File: config.mk
export PLATFORM = sky130hd
export DESIGN_NAME = des_undo_log_writer_flat
export DESIGN_NICKNAME = d
export VERILOG_FILES = /design/src/rtl/des_undo_log_writer_pkg.sv /design/src/rtl/des_undo_log_writer_if.sv /design/src/rtl/des_undo_log_writer_fifo.sv /design/src/rtl/des_undo_log_writer.sv /design/src/flat_wrapper.sv
export SDC_FILE = /design/constraint.sdc
export NUM_CORES = 1
export LEC_CHECK = 0
export BUFFER_PORTS_ARGS = -buffer_cell sky130_fd_sc_hd__buf_4
export CELL_PAD_IN_SITES_DETAIL_PLACEMENT = 0
export CELL_PAD_IN_SITES_GLOBAL_PLACEMENT = 1
export CORE_MARGIN = 3
export CORE_UTILIZATION = 49
export DETAILED_ROUTE_END_ITERATION = 16
export HOLD_SLACK_MARGIN = 0.1
export PLACE_DENSITY_LB_ADDON = 0.05
export SLEW_MARGIN = 20
export SYNTH_ARGS = -nofsm -noshare
export SYNTH_HDL_FRONTEND = slang
export SYNTH_HIERARCHICAL = 1
export SYNTH_SLANG_ARGS = --single-unit
File: constraint.sdc
create_clock -name ap_clk -period 11.39 [get_ports ap_clk]
set_clock_uncertainty 0.2 [all_clocks]
set_input_delay 2.8475 -clock ap_clk [delete_from_list [all_inputs] [get_ports ap_clk]]
set_output_delay 2.8475 -clock ap_clk [all_outputs]
set_load 0.05 [all_outputs]
File: src/rtl/des_undo_log_writer_pkg.sv
// Shared types for the undo-log writer: entry layout, AXI burst constants
// and the record address helper.
package des_undo_log_writer_pkg;

  localparam int UNDO_LOG_ADDR_WIDTH = 32;
  localparam int UNDO_LOG_DATA_WIDTH = 32;

  typedef logic [UNDO_LOG_ADDR_WIDTH-1:0] undo_log_addr_t;
  typedef logic [UNDO_LOG_DATA_WIDTH-1:0] undo_log_data_t;

  typedef struct packed {
    undo_log_data_t data;
    undo_log_addr_t addr;
  } undo_log_entry_t;

  localparam int ENTRY_W = $bits(undo_log_entry_t);

  localparam logic [7:0] AXI_AWLEN  = 8'd1;
  localparam logic [2:0] AXI_AWSIZE = 3'b010;
  localparam logic [3:0] AXI_WSTRB  = 4'b1111;

  // Each record is one 8-byte {addr, data} pair; the address wraps at 32 bits.
  function automatic undo_log_addr_t rec_addr(input undo_log_addr_t base, input int unsigned idx);
    return base + undo_log_addr_t'(idx << 3);
  endfunction

endpackage

File: src/rtl/des_undo_log_writer_if.sv
// AXI write-channel bundle (AW, W, B) between the undo-log writer and memory.
interface des_undo_log_writer_if;
  logic        AWVALID;
  logic        AWREADY;
  logic [31:0] AWADDR;
  logic [7:0]  AWLEN;
  logic [2:0]  AWSIZE;
  logic        WVALID;
  logic        WREADY;
  logic [31:0] WDATA;
  logic [3:0]  WSTRB;
  logic        WLAST;
  logic        BVALID;
  logic        BREADY;
  logic [1:0]  BRESP;

  modport master (
    output AWVALID, AWADDR, AWLEN, AWSIZE, WVALID, WDATA, WSTRB, WLAST, BREADY,
    input  AWREADY, WREADY, BVALID, BRESP
  );

  modport slave (
    input  AWVALID, AWADDR, AWLEN, AWSIZE, WVALID, WDATA, WSTRB, WLAST, BREADY,
    output AWREADY, WREADY, BVALID, BRESP
  );
endinterface

File: src/rtl/des_undo_log_writer_fifo.sv
// Small synchronous FIFO with registered storage; push and pop may share a cycle.
module undo_fifo #(
  parameter int DEPTH = 4,
  parameter int WIDTH = 64
) (
  input  logic             clk,
  input  logic             rst,
  input  logic             push,
  input  logic [WIDTH-1:0] din,
  input  logic             pop,
  output logic [WIDTH-1:0] dout,
  output logic             full,
  output logic             empty
);
  localparam int AW = $clog2(DEPTH);

  logic [WIDTH-1:0] mem [DEPTH];
  logic [AW-1:0]    wptr, rptr;
  logic [AW:0]      count;
  logic             do_push, do_pop;

  assign do_push = push & ~full;
  assign do_pop  = pop & ~empty;

  always_ff @(posedge clk) begin
    if (rst) begin
      wptr  <= '0;
      rptr  <= '0;
      count <= '0;
    end else begin
      if (do_push) wptr <= wptr + 1'b1;
      if (do_pop)  rptr <= rptr + 1'b1;
      count <= count + (AW+1)'(do_push) - (AW+1)'(do_pop);
    end
  end

  always_ff @(posedge clk) begin
    if (do_push) mem[wptr] <= din;
  end

  assign dout  = mem[rptr];
  assign full  = (count == (AW+1)'(DEPTH));
  assign empty = (count == '0);
endmodule

File: src/rtl/des_undo_log_writer.sv
// Buffers undo-log entries and writes each as a 2-beat AXI burst
// (addr, then data) into the current task's log region.
module des_undo_log_writer
  import des_undo_log_writer_pkg::*;
#(
  parameter int FIFO_DEPTH  = 4,
  parameter int LOG_ENTRIES = 16,
  parameter int CNT_W       = $clog2(LOG_ENTRIES) + 1
) (
  input  logic                  ap_clk,
  input  logic                  ap_rst,
  input  logic                  task_start,
  input  logic [31:0]           log_base,
  input  logic [63:0]           undo_log_entry,
  input  logic                  undo_log_entry_ap_vld,
  output logic                  undo_log_entry_ap_rdy,
  des_undo_log_writer_if.master m_axi,
  output logic [CNT_W-1:0]      entry_count,
  output logic                  drained,
  output logic                  overflow,
  output logic                  resp_err
);
  typedef enum logic [2:0] {S_IDLE, S_AW, S_W0, S_W1, S_RESP} state_t;

  state_t          state, state_n;
  undo_log_entry_t head;
  undo_log_addr_t  log_base_q;
  logic [CNT_W-1:0] alloc_cnt;
  logic [ENTRY_W-1:0] fifo_dout;
  logic fifo_full, fifo_empty, fifo_pop, push, start_ok, alloc_full, b_done;

  assign alloc_full = (alloc_cnt == CNT_W'(LOG_ENTRIES));
  // rdy ignores a same-cycle pop so a full FIFO never sees a push.
  assign undo_log_entry_ap_rdy = ~fifo_full & ~alloc_full & ~ap_rst;
  assign push     = undo_log_entry_ap_vld & undo_log_entry_ap_rdy;
  assign drained  = (state == S_IDLE) & fifo_empty;
  assign start_ok = task_start & drained;
  assign b_done   = (state == S_RESP) & m_axi.BVALID;

  undo_fifo #(.DEPTH(FIFO_DEPTH), .WIDTH(ENTRY_W)) u_fifo (
    .clk   (ap_clk),
    .rst   (ap_rst),
    .push  (push),
    .din   (undo_log_entry),
    .pop   (fifo_pop),
    .dout  (fifo_dout),
    .full  (fifo_full),
    .empty (fifo_empty)
  );

  always_comb begin
    state_n  = state;
    fifo_pop = 1'b0;
    case (state)
      S_IDLE: if (!fifo_empty) begin
        fifo_pop = 1'b1;
        state_n  = S_AW;
      end
      S_AW:    if (m_axi.AWREADY) state_n = S_W0;
      S_W0:    if (m_axi.WREADY)  state_n = S_W1;
      S_W1:    if (m_axi.WREADY)  state_n = S_RESP;
      S_RESP:  if (m_axi.BVALID)  state_n = S_IDLE;
      default: state_n = S_IDLE;
    endcase
  end

  always_ff @(posedge ap_clk) begin
    if (ap_rst) state <= S_IDLE;
    else        state <= state_n;
  end

  always_ff @(posedge ap_clk) begin
    if (fifo_pop) head <= undo_log_entry_t'(fifo_dout);
  end

  // A start only lands while drained, so the base is stable for any burst.
  always_ff @(posedge ap_clk) begin
    if (ap_rst) begin
      log_base_q  <= '0;
      alloc_cnt   <= '0;
      entry_count <= '0;
      overflow    <= 1'b0;
      resp_err    <= 1'b0;
    end else begin
      if (start_ok) log_base_q <= log_base;
      alloc_cnt   <= (start_ok ? '0 : alloc_cnt) + CNT_W'(push);
      entry_count <= (start_ok ? '0 : entry_count) + CNT_W'(b_done);
      overflow    <= (start_ok ? 1'b0 : overflow) | (undo_log_entry_ap_vld & alloc_full);
      resp_err    <= (start_ok ? 1'b0 : resp_err) | (b_done & (m_axi.BRESP != 2'b00));
    end
  end

  assign m_axi.AWVALID = (state == S_AW);
  assign m_axi.AWADDR  = rec_addr(log_base_q, 32'(entry_count));
  assign m_axi.AWLEN   = AXI_AWLEN;
  assign m_axi.AWSIZE  = AXI_AWSIZE;
  assign m_axi.WVALID  = (state == S_W0) | (state == S_W1);
  assign m_axi.WDATA   = (state == S_W1) ? head.data : head.addr;
  assign m_axi.WSTRB   = AXI_WSTRB;
  assign m_axi.WLAST   = (state == S_W1);
  assign m_axi.BREADY  = (state == S_RESP);
endmodule

File: src/flat_wrapper.sv
// flat-port wrapper written by rule: the top's interface ports become plain ports
module des_undo_log_writer_flat import des_undo_log_writer_pkg::*;
#(
  parameter int FIFO_DEPTH  = 4,
  parameter int LOG_ENTRIES = 16,
  parameter int CNT_W       = $clog2(LOG_ENTRIES) + 1
)
  (ap_clk, ap_rst, task_start, log_base, undo_log_entry, undo_log_entry_ap_vld, undo_log_entry_ap_rdy, entry_count, drained, overflow, resp_err, m_axi_AWVALID, m_axi_AWADDR, m_axi_AWLEN, m_axi_AWSIZE, m_axi_WVALID, m_axi_WDATA, m_axi_WSTRB, m_axi_WLAST, m_axi_BREADY, m_axi_AWREADY, m_axi_WREADY, m_axi_BVALID, m_axi_BRESP);
  des_undo_log_writer_if m_axi_i ();
  input  logic ap_clk;
  input  logic ap_rst;
  input  logic task_start;
  input  logic [31:0] log_base;
  input  logic [63:0] undo_log_entry;
  input  logic undo_log_entry_ap_vld;
  output logic undo_log_entry_ap_rdy;
  output logic [CNT_W-1:0] entry_count;
  output logic drained;
  output logic overflow;
  output logic resp_err;
  output wire logic [$bits(m_axi_i.AWVALID)-1:0] m_axi_AWVALID;
  output wire logic [$bits(m_axi_i.AWADDR)-1:0] m_axi_AWADDR;
  output wire logic [$bits(m_axi_i.AWLEN)-1:0] m_axi_AWLEN;
  output wire logic [$bits(m_axi_i.AWSIZE)-1:0] m_axi_AWSIZE;
  output wire logic [$bits(m_axi_i.WVALID)-1:0] m_axi_WVALID;
  output wire logic [$bits(m_axi_i.WDATA)-1:0] m_axi_WDATA;
  output wire logic [$bits(m_axi_i.WSTRB)-1:0] m_axi_WSTRB;
  output wire logic [$bits(m_axi_i.WLAST)-1:0] m_axi_WLAST;
  output wire logic [$bits(m_axi_i.BREADY)-1:0] m_axi_BREADY;
  input wire logic [$bits(m_axi_i.AWREADY)-1:0] m_axi_AWREADY;
  input wire logic [$bits(m_axi_i.WREADY)-1:0] m_axi_WREADY;
  input wire logic [$bits(m_axi_i.BVALID)-1:0] m_axi_BVALID;
  input wire logic [$bits(m_axi_i.BRESP)-1:0] m_axi_BRESP;
  assign m_axi_AWVALID = m_axi_i.AWVALID;
  assign m_axi_AWADDR = m_axi_i.AWADDR;
  assign m_axi_AWLEN = m_axi_i.AWLEN;
  assign m_axi_AWSIZE = m_axi_i.AWSIZE;
  assign m_axi_WVALID = m_axi_i.WVALID;
  assign m_axi_WDATA = m_axi_i.WDATA;
  assign m_axi_WSTRB = m_axi_i.WSTRB;
  assign m_axi_WLAST = m_axi_i.WLAST;
  assign m_axi_BREADY = m_axi_i.BREADY;
  assign m_axi_i.AWREADY = m_axi_AWREADY;
  assign m_axi_i.WREADY = m_axi_WREADY;
  assign m_axi_i.BVALID = m_axi_BVALID;
  assign m_axi_i.BRESP = m_axi_BRESP;
  des_undo_log_writer #(.FIFO_DEPTH(FIFO_DEPTH), .LOG_ENTRIES(LOG_ENTRIES), .CNT_W(CNT_W)) u_core (.ap_clk(ap_clk), .ap_rst(ap_rst), .task_start(task_start), .log_base(log_base), .undo_log_entry(undo_log_entry), .undo_log_entry_ap_vld(undo_log_entry_ap_vld), .undo_log_entry_ap_rdy(undo_log_entry_ap_rdy), .m_axi(m_axi_i), .entry_count(entry_count), .drained(drained), .overflow(overflow), .resp_err(resp_err));
endmodule
# Yosys cells after proc, flatten, opt, wreduce, memory -nomap -nowiden
# Memory sizes are Yosys's and may differ from the RTL's. A register that Yosys moved wholly into a read port is not among the register bits.
# Index checks and enable logic that the tools add are counted.
# word_totals
ff_bits,54
ramBits,256
input_bits,105
output_inout_bits,92
word_cells,64
n_memories,1
# op_classes
addsub,7
eq_ne,11
muxes,15
n_bitwise,17
reduce_logical,4
# mem_list
memory,depth,word_bits,read_ports,rd_ports_with_merged_regs,write_ports,line,source
u_core.u_fifo.mem,4,64,1,1,1,des_undo_log_writer_fifo.sv:17,logic [WIDTH-1:0] mem [DEPTH];
# op_table
cell,n
32-bit by 8-bit adder with 32-bit output,1
32-bit 2-to-1 mux,1
3-bit 2-to-1 mux,5
3-bit one-hot mux with 5 select lines,1
5-bit by 1-bit adder with 5-bit output,2
1-bit AND,10
5-bit 2-to-1 mux,2
3-bit by 2-bit equality test with 1-bit output (second input constant),2
3-bit equality test (second input constant),2
3-bit logical NOT,2
1-bit 2-to-1 mux,6
2-bit by 1-bit != test with 1-bit output (second input constant),3
5-bit equality test (second input constant),1
5-bit AND reduction,1
2-bit by 1-bit adder with 2-bit output (second input constant),2
2-bit != test (second input constant),2
1-bit inverter,4
3-bit by 1-bit adder with 3-bit output,1
3-bit by 1-bit equality test with 1-bit output (second input constant),1
1-bit OR,3
3-bit by 1-bit subtractor with 3-bit output,1
2-bit nonzero test,1

# Logic depth before layout (Yosys ltp)
# Gate-level depths: netlist of the first run.
# depth
ltp_word,8
ltp_mapped,15
ltp_nobuf,15

# Modules after synthesis
# Netlist of the first run, hierarchy kept.
# by_module_without_submodules
module,instances,cells_each,area_per_inst_um2,seq_area_each_um2
undo_fifo,1,385,9778.1,7867.5
des_undo_log_writer,1,438,4994.8,2862.7

# Worst setup path after synthesis of the first run
# OpenSTA, ideal clock, no wires.
# synth_path
path_type,register to register
from,register u_core.u_fifo.count[1]
to,register u_core.u_fifo.count[2]
setup_time_ns,0.078
arrival_time_ns,8.832
t_required_ns,11.112
setup_slack_ns,2.280
stages_incl_launch_ff,13
n_path_buf,0
period_less_slack_ns,9.110
path_cell_list,dfxtp_1 nor3_1 nor4_1 o31ai_1 inv_1 ha_1 inv_1 ha_1 inv_1 fa_1 xor2_1 and2_1 nor3_1
# synth_between
elab_cells_between_ends,13
classes_between,add/sub: 2; eq/ne: 1; mux: 2; bitwise: 7; reduce/logical: 1
# synth_rtl
element,line,source
from (decl),des_undo_log_writer_fifo.sv:19,logic [AW:0] count;
from (signal assigned),des_undo_log_writer_fifo.sv:33,count <= count + (AW+1)'(do_push) - (AW+1)'(do_pop);
3-bit logical NOT,des_undo_log_writer_fifo.sv:43,assign empty = (count == '0);
via u_core.fifo_empty,des_undo_log_writer.sv:30,"logic fifo_full, fifo_empty, fifo_pop, push, start_ok, alloc_full, b_done;"
1-bit 2-to-1 mux,des_undo_log_writer.sv:55,S_IDLE: if (!fifo_empty) begin
1-bit 2-to-1 mux,des_undo_log_writer.sv:54,case (state)
via u_core.fifo_pop,des_undo_log_writer.sv:30,
1-bit AND,des_undo_log_writer_fifo.sv:23,assign do_pop = pop & ~empty;
via u_core.u_fifo.do_pop,des_undo_log_writer_fifo.sv:20,"logic do_push, do_pop;"
3-bit by 1-bit subtractor with 3-bit output,des_undo_log_writer_fifo.sv:33,
# The timed path passes the listed nets, and every way through them passes these cells.
# A chain may end at the register's enable or synchronous reset.

# Final worst setup path of the first run
# layout_path
from,input ap_rst
to,output undo_log_entry_ap_rdy
# layout_between
elab_chain_cells,2
# layout_lines
element,line,source
from (decl),flat_wrapper.sv:11,input logic ap_rst;
1-bit inverter,des_undo_log_writer.sv:34,assign undo_log_entry_ap_rdy = ~fifo_full & ~alloc_full & ~ap_rst;
1-bit AND,des_undo_log_writer.sv:34,
to (decl),flat_wrapper.sv:16,output logic undo_log_entry_ap_rdy;
# Every way passes these cells.

==> impl_results.md, run 1 <==
- Router iterations before antenna repair: 5
- DRT Wirelength: 28,700 um
- Synth Area per Inst: about 18 um2
- CTS Buf Count: 40
- Core ar.: ~30,000 um2
- Global Route Usage Sum: about 18%
- Fin crit share: 59.8%
- Slowest-stage cell, CP: nor3_1
- Placed Instances: roughly 1,300
- Worst hold path type: reg -> reg
- Area Growth Syn to Fin: 19.2%
- Worst Path Arrival: between 3 and 4 ns
- Netlist cell types: 46
- Clock-pin slew on the worst setup and hold paths: roughly 0.06 ns
- Syn Inst Count: ~820
- Post-Layout Cell Count: approximately 1,400
- Vias in the first global route: just over 8,000
- Clock network power share: a little under a third
- Ratio of cells with drive above 1 in the final layout: about a third
- Final-layout fill cell count: between 2,000 and 2,500
- Grt total ovfl: 0
- Status: finished, final reports clean
- Die area: 32,300 um2
- Internal power: just under 0.003 W
- Yosys reg bits: about 380
- CTS H-Tree Depth: 2
- Crit-path cells: buf_4 > nor3_1 > buf_4
- Register area share after synthesis: slightly above 70%
- Startpoint type of the worst setup path: input port
- CTS tree: done
- Relative slew slack: between 30 and 40%
- Max Clock Freq: ~150 MHz
- Residual DRC: 0
- Root Driver: clkbuf_16
- Hold path depth: 2
- Clock Sinks: 376
- Register Area: between 10,000 and 15,000 um2
- Die height: about 180 um
- Post-synth EDFFs: 320
- Post-DP HPWL: 17,200 um
- Ys Warns: 6
- Post-synth top area share: 65.0%
- Minimum clock period: between 6 and 7 ns
- CP dominant cell by count: buf_4
- Antenna cells: 0
- Setup CP Type: in -> out
- Resized cells post-CTS: 0
- Sequential share of power: 43.9%
- Hold worst-path end: u_core/log_base_q[2]
- Die width: between 150 and 200 um
- FP Rows: just over 60
- Leading area contributor after synthesis: edfxtp_1
- Reg2Reg Depth: 13
- RR Endpoint: u_core/u_fifo/count[2]
- Maxcap violations: 0
- Latest clock arrival within the worst-skew pair: about 0.54 ns
- RSZ-0062 raised after global routing: false
- Setup_tns: 0 ns
- Hold_buf cts: 0
- Actual slew at the worst max-slew pin: 1.05 ns
- Post-Syn Area: approximately 15,000 um2
- ANT nets after route: 0
- Crit Reg-Reg Startpoint: u_core/u_fifo/count[1]
- Drt wl/cell: around 20 um
- Iteration-0 DRC Markers: between 500 and 600
- First-pass GRT wire length: ~45,000 um
- DR vias: 7,606
- Setup Viol. Count Final: 0
- Vias per cell: about 5.3
- Slowest stage delay, CP: between 0.3 and 0.4 ns
- Number of port buffers: approximately 180
- Comb pwr share: around a quarter
- Max VDD drop: about 0.17 mV
- Setup bufs post-CTS: 0
- Initial antenna violation count: 0
- GP Congestion: about 0.79
- CP Capture Type: output port
- P_leak: 6.08 nW
- Delay-heaviest family, CP: buffers and inverters
- Multi-input gate area: roughly 3600 um2
- FF-to-FF setup slack: ~7.8 ns
- Required @ worst endpoint: ~8.3 ns
- Slew Limit Fails: 0
- NetSw: 0.00134 W
- Clock buffer depth: 3
- Pwr dens: ~240 nW/um2
- Worst hold start: u_core/log_base_q[2]
- Top FF cell, synth: edfxtp_1
- Ports: 197
- Synth area leaders: edfxtp_1 65%, mux4_2 9.1%, dfxtp_1 7.6%, nand2_1 1.9%, xnor2_1 1.6%
- Post-synth ARST share: 0%
- CP Buf/Inv Count: 2
- Final hold violations: 0
- Largest net degree at the start of global routing: 67
- Sw Ratio: a little under a third
- Final #Nets: approximately 1,100
- Initial Utilization: between 50 and 60%
- Worst-path fanout max: 57
==> kinds of logic after synthesis <==
kind of cell             after synthesis  synth area share, %
AO/OA/AOI/OAI                         62                 2.41
other                                  2               0.0508
flip-flops                           376                 72.6
adder cells (fa/ha/maj)               17                 1.54
XOR/XNOR                              36                 2.13
AND/OR/NAND/NOR                      165                 5.58
multiplexers                          97                 12.4
buffers and inverters                 68                 3.28
==> synth_stat cells, types with 6 or more instances <==
cell type,count
a21oi_1,40
and2_1,16
and3_1,6
buf_12,6
buf_2,14
buf_4,22
clkbuf_1,9
dfxtp_1,56
edfxtp_1,320
ha_1,15
inv_1,12
mux2_1,12
mux2_2,20
mux4_2,60
nand2_1,74
nand3_1,9
nand4_1,12
nor2_1,14
nor2b_1,6
nor3_1,11
xnor2_1,27
xor2_1,9
==> worst register-to-register path, stage by stage (launching register included) <==
cell and delay (ns):
dfxtp_1 0.45, nor3_1 0.16, nor4_2 0.18, buf_4 0.82
o31ai_1 0.28, inv_1 0.11, ha_1 0.23, inv_1 0.07
ha_1 0.14, inv_1 0.05, fa_1 0.37, xor2_1 0.16
and2_1 0.16, nor3_1 0.12
==> power groups by stage <==
stage                     registers, W  logic (W)  clock network [W]
after floorplan                0.00187   0.000903                  0
after global placement         0.00189    0.00111                  0
after detailed placement       0.00191    0.00113                  0
after CTS                      0.00188    0.00114            0.00131
after global routing           0.00190    0.00119            0.00137
final                          0.00187    0.00111            0.00128
==> area by class of cell <==
type | instances | area share [%]
clock inverter | 21 | 1.35
timing repair buffer | 185 | 7.89
tap | 384 | 2.73
inverter | 12 | 0.256
sequential | 376 | 61.0
clock buffer | 53 | 6.14
multi-input combinational | 392 | 20.6
==> placed cells by master, fill, tap and decap left out, types with 4 or more instances in the layout <==
cell type	n
o2111ai_1	4
nand4_1	12
inv_1	12
o21ai_0	5
nor2b_1	6
nand2_1	74
nand3_1	9
a21oi_1	40
clkbuf_16	41
and2_1	11
o211ai_1	5
mux4_2	60
mux4_1	4
and2_4	5
buf_4	185
dfxtp_1	54
xor2_1	9
mux2_2	20
conb_1	15
clkinv_2	5
clkinv_1	8
xnor2_1	27
bufinv_16	4
and3_1	6
edfxtp_1	320
nor4_1	4
mux2_1	12
ha_1	15
nor3_1	11
clkbuf_1	11
nor2_1	14
==> through the flow <==
stage	power, W	setup slack (ns)	area [um2]	util [%]	hold slack [ns]
floorplan	0.00277	2.28	14800	-	0.237
detailed placement	0.00304	4.57	16300	55.8	0.253
finish	0.00427	4.58	17600	60.4	0.258
global route	0.00446	4.50	17600	60.4	0.277
global placement	0.00301	4.65	16300	55.8	0.246
CTS	0.00432	4.57	17600	60.3	0.261
==> routing by layer <==
metal	vias to the layer above	track usage, %	part of all wire [%]	wire length [um]
met5	-	0	0	0
met4	0	4.24	1.8	512
met3	35	4.95	6.2	1780
met2	200	30.2	51	14600
met1	3844	22.6	41	11800
li1	3527	-	-	-
==> worst max-delay path by stage <==
stage / end / startpoint / cells past startpoint
detailed placement: undo_log_entry_ap_rdy / ap_rst / 3
global route: undo_log_entry_ap_rdy / ap_rst / 3
CTS: undo_log_entry_ap_rdy / ap_rst / 3
global placement: undo_log_entry_ap_rdy / ap_rst / 3
finish: undo_log_entry_ap_rdy / ap_rst / 3
floorplan: u_core/u_fifo/count[2] / u_core/u_fifo/count[1] / 12
==> state kept, by name, summed over array words and instances, names as in the netlist, 2 cells and up, named ones only <==
register             flops
u_core/log_base_q       32
u_core/u_fifo/mem      256
u_core/u_fifo/rptr       2
u_core/entry_count       5
u_core/state             3
u_core/u_fifo/wptr       2
u_core/head             64
u_core/u_fifo/count      3
u_core/alloc_cnt         5
No activity file was read; power rests on OpenSTA's default activity.
==> run 2: changes to the inputs <==
clock period = 6.8 ns   (was 11.39 ns; I/O delays follow)
==> impl_results.md, run 2 (synthesis results as in run 1) <==
- Max Clock Freq: ~220 MHz
- Ratio of cells with drive above 1 in the final layout: 31.5% (-0.49 points)
- Clock Sinks: 376 (unchanged)
- Regs by FF count: u_core/u_fifo/mem: 256 flops, u_core/head: 64 flops, u_core/log_base_q: 32 flops
- DR vias: 7,569 (-0.49%)
- Minimum clock period: about 4.5 ns
- Fin crit share: 66.2%
- Grt total ovfl: 0 (unchanged)
- Die area: 32,300 um2 (unchanged)
- Router iterations before antenna repair: 5 (unchanged)
- Antenna cells: 0 (unchanged)
- Slew Limit Fails: 0 (unchanged)
- Actual slew at the worst max-slew pin: 1.06 ns (+0.0124 ns)
- Die height: 180 um (unchanged)
- CTS tree: done
- RR Endpoint: u_core/entry_count[4]
- Iteration-0 DRC Markers: 421 (-22%)
- Worst Path Arrival: 2.60 ns (-1.16 ns)
- Clock buffer depth: 3 (unchanged)
- Root Driver: clkbuf_16
- ANT nets after route: 0 (unchanged)
- First-pass GRT wire length: 45,400 um (+0.94%)
- Max VDD drop: 0.304 mV (+84%)
- Startpoint type of the worst setup path: flop
- Hold path depth: 2 (unchanged)
- Core ar.: 29,200 um2 (unchanged)
- Most frequent cells in the layout: 320 x edfxtp_1, 186 x buf_4, 74 x nand2_1
- Initial antenna violation count: 1 (+1)
- Vias in the first global route: 8,276 (+2.2%)
- Clock-pin slew on the worst setup and hold paths: 0.05 ns (about the same)
- Area Growth Syn to Fin: 18.9%
- FP Rows: 62 (unchanged)
- Setup bufs post-CTS: 0 (unchanged)
- Reg2Reg Depth: 10 (-3)
- Setup Viol. Count Final: 0 (unchanged)
- CP Capture Type: output port
- Worst hold start: u_core/resp_err
- Setup_tns: 0 ns (unchanged)
- Hold_buf cts: 0 (unchanged)
- Vias per cell: 5.33 (-0.28%)
- CTS H-Tree Depth: 2 (unchanged)
- Initial Utilization: 50.6% (unchanged)
- GP Congestion: 0.765 (-2.7%)
- DRT Wirelength: 28,700 um (+0.13%)
- Final-layout fill cell count: 2,198 (-1.2%)
- Post-DP HPWL: 17,400 um (+1.3%)
- Post-Layout Cell Count: 1,420 (-0.21%)
- Status: finished, final reports clean
- CTS Buf Count: 40 (unchanged)
- Maxcap violations: 0 (unchanged)
- P_leak: 6.06 nW (-0.37%)
- FF-to-FF setup slack: 3.36 ns (-4.47 ns)
- Worst hold path type: reg -> reg
- Latest clock arrival within the worst-skew pair: 0.54 ns (about the same)
- Crit Reg-Reg Startpoint: u_core/u_fifo/count[1]
- Commonest non-fill, non-tap cell in the layout: edfxtp_1
- RSZ-0062 raised after global routing: false
- Resized cells post-CTS: 0 (unchanged)
- Final Core Density: 60.2% (-0.14 points)
- Global Route Usage Sum: 17.7% (+0.092 points)
- Final hold violations: 0 (unchanged)
- Pwr dens: 403 nW/um2 (+66%)
- Placed Instances: 1,349 (unchanged)
- Relative slew slack: 29.2% (-0.83 points)
- Die width: 180 um (unchanged)
- Final #Nets: 1,130 (+0.089%)
- Ports: 197 (unchanged)
- Worst-path fanout max: 8 (-86%)
- Number of port buffers: 181 (unchanged)
- Setup CP Type: reg -> out
- Required @ worst endpoint: 4.90 ns (-3.44 ns)
- Residual DRC: 0 (unchanged)
- Largest net degree at the start of global routing: 66 (-1.5%)
- Number of flip-flops in the largest register: 256 (unchanged)
- Hold worst-path end: u_core/resp_err
- Drt wl/cell: 20.2 um (+0.34%)
- Reg with most FFs: u_core/u_fifo/mem
## run 2: changes by cell type in the layout (fill, tap and decap cells not counted), sizes merged
cell,previous run,this run
bufinv,4,3
clkinv,15,17
inv,13,12
buf,185,186
clkbuf,53,49
## run 2: worst max-delay path by stage
stage                          startpoint                     end  slack (ns)  cells past startpoint
floorplan                 u_core/state[1]  u_core/u_fifo/count[2]        0.59                     12
global placement                   ap_rst  u_core/u_fifo/count[2]        2.28                     14
detailed placement                 ap_rst  u_core/u_fifo/count[2]        2.21                     14
CTS                 u_core/entry_count[0]        m_axi_AWADDR[31]        1.91                      7
global route        u_core/entry_count[0]        m_axi_AWADDR[31]        2.09                      8
finish              u_core/entry_count[0]        m_axi_AWADDR[31]        2.30                      8
## run 2: area by class of cell
type / count / area (um2) / share of cell area [%]
Multi-Input combinational cell: 392 / 3630 / 20.7
Clock inverter: 21 / 201 / 1.15
Tap cell: 384 / 480 / 2.74
Inverter: 12 / 45.0 / 0.256
Timing Repair Buffer: 186 / 1400 / 7.95
Clock buffer: 49 / 1070 / 6.07
Sequential cell: 376 / 10700 / 61.1
## run 2: report_power, final
part	switching, W	total [W]	internal, W
logic	0.00119	0.00185	0.000668
registers	0.000197	0.00315	0.00296
clock network	0.000839	0.00207	0.00123
total	0.00222	0.00707	0.00485
## run 2: stage by stage
step	worst slack, ns	area, um2	power [W]	hold WS, ns
2_1_floorplan	0.595	14800	0.00462	0.237
3_3_place_gp	2.28	16300	0.00505	0.246
3_5_place_dp	2.21	16300	0.00510	0.260
4_1_cts	1.91	17600	0.00718	0.268
5_1_grt	2.09	17600	0.00740	0.274
6_report	2.30	17600	0.00707	0.266
## run 2: per-layer routing
layer	global-route usage, %	share of wire (%)	routed length [um]	vias to the layer above
li1	-	-	-	3536
met5	0	0.070	20	-
met4	4.33	1.7	499	2
met1	22.6	41	11800	3806
met2	30.8	51	14700	187
met3	4.45	5.6	1600	38
## run 2: worst max-delay path, cell delays in order (launching register included)
cell and delay (ns):
dfxtp_1 0.32, ha_1 0.22, fa_1 0.42, a21oi_1 0.20, o22ai_1 0.21, buf_4 0.23, nand4_1 0.12, xnor2_1 0.14
buf_4 0.22
